## src/rtl/pc_next_unit.sv

```systemverilog
// Program-counter stage: holds the fetch PC and computes branch, JAL and JALR
// targets. A redirect that arrives during a stall is buffered until the stall
// drops. Fetch freezes on a misaligned target or on a halt request.
module pc_next_unit #(
    parameter int unsigned n        = 32,
    parameter logic [n-1:0] RESET_PC = '0
) (
    input  logic         clk,
    input  logic         rst,
    input  logic         stall,
    input  logic         branch_taken,
    input  logic         jump,
    input  logic         jalr,
    input  logic [n-1:0] pc_ex,
    input  logic [n-1:0] offset_shifted,
    input  logic [n-1:0] rs1_val,
    input  logic [n-1:0] imm,
    input  logic         halt,
    output logic [n-1:0] pc_out,
    output logic [n-1:0] pc_plus4,
    output logic         redirect_pending,
    output logic         halted,
    output logic         misaligned
);

    typedef enum logic {
        RUN  = 1'b0,
        HALT = 1'b1
    } state_t;

    state_t         state_q, state_d;
    logic [n-1:0]   pc_q, pc_d;
    logic [n-1:0]   pend_tgt_q, pend_tgt_d;
    logic           pend_q, pend_d;
    logic           mis_q, mis_d;

    logic           redir;
    logic [n-1:0]   live_tgt;
    logic [n-1:0]   sel_tgt;
    logic           load_req;

    // Live target select: JALR wins over JAL/branch, which share one adder.
    always_comb begin
        redir = jalr | jump | branch_taken;
        if (jalr) begin
            live_tgt = (rs1_val + imm) & {{(n-1){1'b1}}, 1'b0};
        end else begin
            live_tgt = pc_ex + offset_shifted;
        end
        // A live redirect overrides a buffered one when the stall drops.
        load_req = redir | pend_q;
        sel_tgt  = redir ? live_tgt : pend_tgt_q;
    end

    // Next-state logic for the PC, pending buffer, sticky flag and FSM.
    always_comb begin
        state_d    = state_q;
        pc_d       = pc_q;
        pend_tgt_d = pend_tgt_q;
        pend_d     = pend_q;
        mis_d      = mis_q;
        case (state_q)
            RUN: begin
                if (stall) begin
                    if (redir) begin
                        if (live_tgt[1:0] != 2'b00) begin
                            mis_d   = 1'b1;
                            pend_d  = 1'b0;
                            state_d = HALT;
                        end else begin
                            pend_tgt_d = live_tgt;
                            pend_d     = 1'b1;
                        end
                    end
                end else if (load_req) begin
                    // A redirect flushes the younger halting instruction, so halt is ignored here.
                    pend_d = 1'b0;
                    if (sel_tgt[1:0] != 2'b00) begin
                        mis_d   = 1'b1;
                        state_d = HALT;
                    end else begin
                        pc_d = sel_tgt;
                    end
                end else if (halt) begin
                    state_d = HALT;
                end else begin
                    pc_d = pc_q + n'(4);
                end
            end
            HALT: begin
                state_d = HALT;
            end
            default: begin
                state_d = RUN;
            end
        endcase
    end

    // State registers with synchronous reset overriding everything.
    always_ff @(posedge clk) begin
        if (rst) begin
            state_q    <= RUN;
            pc_q       <= RESET_PC;
            pend_tgt_q <= '0;
            pend_q     <= 1'b0;
            mis_q      <= 1'b0;
        end else begin
            state_q    <= state_d;
            pc_q       <= pc_d;
            pend_tgt_q <= pend_tgt_d;
            pend_q     <= pend_d;
            mis_q      <= mis_d;
        end
    end

    // Output mapping.
    always_comb begin
        pc_out           = pc_q;
        pc_plus4         = pc_q + n'(4);
        redirect_pending = pend_q;
        halted           = (state_q == HALT);
        misaligned       = mis_q;
    end

endmodule

```

## config.mk

```make
export PLATFORM = sky130hd
export DESIGN_NAME = pc_next_unit
export DESIGN_NICKNAME = d
export VERILOG_FILES = /design/src/rtl/pc_next_unit.sv
export SDC_FILE = /design/constraint.sdc
export NUM_CORES = 1
export LEC_CHECK = 0
export ABC_AREA = 1
export ABC_CLOCK_PERIOD_IN_PS = 2600
export BUFFER_PORTS_ARGS = -buffer_cell sky130_fd_sc_hd__buf_2
export CELL_PAD_IN_SITES_DETAIL_PLACEMENT = 1
export CELL_PAD_IN_SITES_GLOBAL_PLACEMENT = 2
export CORE_MARGIN = 5
export CORE_UTILIZATION = 27
export DETAILED_ROUTE_END_ITERATION = 8
export PLACE_DENSITY = 0.86
export SLEW_MARGIN = 20
export SYNTH_ARGS = -nofsm -noshare
export SYNTH_HDL_FRONTEND = slang
export SYNTH_SLANG_ARGS = --single-unit
```

## constraint.sdc

```tcl
create_clock -name clk -period 2.6 [get_ports clk]
set_input_delay 0.26 -clock clk [delete_from_list [all_inputs] [get_ports clk]]
set_output_delay 0.26 -clock clk [all_outputs]
set_load 0.03 [all_outputs]
```

==> results.toml <==
[worst_setup_path]
r2r_start = "pc_out[3]"
slowest_stage = "dfxtp_1"
start_kind = "flip-flop"
rrSetupSlack_ps = 550
endpoint = "pc_plus4[28]"
cp.arrival_ps = 2190
critical_path_required_ps = 2340
crit_chain = "ha_1 > nand2_1 > inv_1 > nand2_2 > nor2_4 > nand3_4 > nor2_4 > nand2_4 > nor2_4 > xor2_2 > buf_6"
path_depth = 11
startpoint = "pc_out[3]"
end_kind = "primary output"
cp_max_fo = 4
worstRegToRegCells = 14
critPathKind = "flip-flop to primary output"
critical_path_buf_inv_count = 2
cpMostUsedCell = "nor2_4"
cp_top_family = "simple AND/OR/NAND/NOR gates"
r2r-end = "pc_out[28]"
critical-path-max-stage-delay_ps = 370

[route]
post-route-drc-count = 0
wl_per_cell_um = 15.51
post_drt_via_cell_ratio = 4.687
vias = 10320
drt-pass1-iter-count = 4
drt-total-wl_um = 34140
final_antenna_net_count = 0
drt_iter0_markers = 494

[sta]
period_needed_ps = 2451
fin_crit_sh_pct = 94.26
max_freq_mhz = 408.0
slew_viol_final = 0
fin_worst_skew_ps = 7.064
totalNegativeSetupSlack_ps = 0
tightest_slew_ps = 474.1
relSlewSlack_pct = 68.06
finalHoldViolations = 0
grt_setup_unrepaired = "true"
finalSetupViolCount = 0

[place]
portBuffers = 201
hpwl_um = 29430
place_inst = 2186
routabilityCongestion = 0.8861

[grt]
grt_max_degree = 43
grt_pass1_vias = 10600
antenna_found_initial = 0
grt_first_pass_wirelength_um = 54710
grtUsageTotal_pct = 18.63
overflow = 0

[power_and_ir_drop]
switching_share_pct = 43.23
p_total_mw = 4.405
p_comb_share_pct = 46.2
irDropWorstVdd_mv = 0.2602
power.density_nw_per_um2 = 421.7
leakagePower_nw = 6.148
power_frac_clock_pct = 26.4
p_seq_share_pct = 27.5
intPower_mw = 2.501
p_switching_mw = 1.904

[synthesis]
syn_area_per_cell_um2 = 5.424
ys_seq_elements = 67
synth_edf_count = 0
synth_cell_types = 47
yosysWarnings = 0
syn_inst = 1601
syn_area_um2 = 8683
ys_async_sr_fraction_pct = 0
yosysSeqAreaShare_pct = 15.45
syn_nets = 1800
ys.flop_type = "dfxtp_1"

[floorplan]
die_area_um2 = 35850
num_rows = 65
ios = 202
core-area_um2 = 31640
initial_core_util_pct = 27.45
dieHeight_um = 189.3
die_x_um = 189.3

[run_status]
status = "complete, no violations"

[clock_network]
cts_sinks = 67
ctsHtreeMaxLevel = 3
cts_buffers = 9
clk_latency_ps = 330
root_buffer = "clkbuf_16"
cts_tree = "built"
postCtsSetupBuffers = 0
max-clock-path-buffers = 2
clk_pin_slew_ps = 60

[worst_hold_path]
holdPathStages = 3
hold_path.class = "input pin to flip-flop"

[layout]
antenna_cells = 0
num-fill-cells = 4381
nets = 1994
drive_gt1_share_pct = 14.95
seqCellArea_um2 = 1343
areaGrowthSynthToFinish_pct = 20.30
multi_input_area_um2 = 5993
instances_no_fill = 2201

[flow_run]
maxCapViolCount = 0
sequential cells by signal, indices dropped and copies added, names as in the netlist:
signal	count
pc_out	32
pend_tgt_q	32
halted	1
misaligned	1
redirect_pending	1
cells in the final DEF (no fill, tap or decap), types with 6 or more instances in the layout:
cell and n:
nand4_1 10, o211ai_1 8, o21ai_0 75, clkbuf_16 9
a21oi_1 108, nor2_1 144, nand3b_1 11, dfxtp_1 66
xor2_1 25, nand2_2 6, buf_2 199, ha_1 62
nor3_1 19, or2_2 8, nor2_4 6, buf_4 17
inv_1 308, nand2_1 540, a31oi_1 11, nand3_1 102
per-layer routing:
layer  vias to the layer above  global-route usage (%)  share of wire (%)
met5                         -                       0                  0
met4                         0                   3.395                1.6
met3                        27                   1.936                3.1
met2                       172                   33.20                 48
met1                      4766                   24.65                 48
li1                       5352                       -                  -
area by class of cell:
type / instances / area share [%]
clock inverters: 2 / 0.09582
inverters: 312 / 11.22
well taps: 402 / 4.815
multi-input cells: 1187 / 57.37
clock buffers: 13 / 2.587
repair buffers: 218 / 11.06
flip-flops and latches: 67 / 12.85
kinds of logic after synthesis:
kind of cell             share of synthesized area, %
multiplexers                                   0.2306
XOR/XNOR                                        3.790
flip-flops                                      15.45
AO/OA/AOI/OAI                                   13.90
AND/OR/NAND/NOR                                 41.50
adder cells (fa/ha/maj)                         9.395
buffers and inverters                           15.73
how the worst min path moves through the flow:
stage                  start  slack [ps]            end
6_report               stall         260     misaligned
5_1_grt                stall         260     misaligned
4_1_cts                stall         260     misaligned
3_5_place_dp      misaligned         440     misaligned
3_3_place_gp      misaligned         430     misaligned
2_1_floorplan  pend_tgt_q[0]         420  pend_tgt_q[0]
worst reg2reg max path: cells and delay by family (launching register included):
family / cells / cell delay, ps
XOR/XNOR: 1 / 200
adder cells (fa/ha/maj): 1 / 180
buffers and inverters: 2 / 160
flip-flops: 1 / 370
AND/OR/NAND/NOR: 10 / 1080
Yosys cell counts (4+ instances only):
| cell | count | area (um^2) |
|---|---|---|
| inv_1 | 308 | 1156 |
| nor3_1 | 19 | 95.09 |
| o21bai_1 | 5 | 37.54 |
| nand3b_1 | 11 | 82.58 |
| buf_1 | 7 | 26.28 |
| dfxtp_1 | 67 | 1341 |
| clkbuf_8 | 4 | 55.05 |
| nand3_1 | 102 | 510.5 |
| a31oi_1 | 11 | 68.82 |
| o211ai_1 | 8 | 60.06 |
| o21ai_1 | 4 | 20.02 |
| nand4_1 | 10 | 62.56 |
| clkbuf_1 | 12 | 45.04 |
| nor2_4 | 6 | 67.56 |
| xnor2_1 | 5 | 43.79 |
| xor2_1 | 27 | 236.5 |
| nand2_2 | 6 | 37.54 |
| o21ai_0 | 75 | 375.4 |
| nor2_1 | 145 | 544.3 |
| or2_2 | 8 | 50.05 |
| ha_1 | 62 | 775.7 |
| nand2_1 | 540 | 2027 |
| buf_2 | 9 | 45.04 |
| a21oi_1 | 108 | 540.5 |
per-stage QoR:
stage | area [um^2] | hold WS, ps | util (%) | setup WS, ps
2_1_floorplan | 8683 | 424.4 | - | 287.9
3_3_place_gp | 10140 | 432.7 | 32.05 | 203.1
3_5_place_dp | 10140 | 436.9 | 32.05 | 119.1
4_1_cts | 10420 | 261.2 | 32.95 | 19.42
5_1_grt | 10450 | 260.3 | 33.02 | -5.487
6_report | 10450 | 264.5 | 33.02 | 149.2
power groups by stage:
stage          clock network, mW  registers, mW  logic, mW
4_1_cts                     1.18           1.21       2.06
2_1_floorplan                  0           1.30       1.26
5_1_grt                     1.23           1.22       2.29
3_3_place_gp                   0           1.23       2.01
6_report                    1.16           1.21       2.03
3_5_place_dp                   0           1.23       2.05
timing repair:
action / 4_1_cts / 5_1_grt
hold buffers: 0 / 0
endpoints found under the setup margin: 1 / 6
gates resized for setup: 1 / 6
hold endpoints to repair: 0 / 0
pin swaps: 0 / 0
Note: power is estimated with default switching activity, not from simulation.
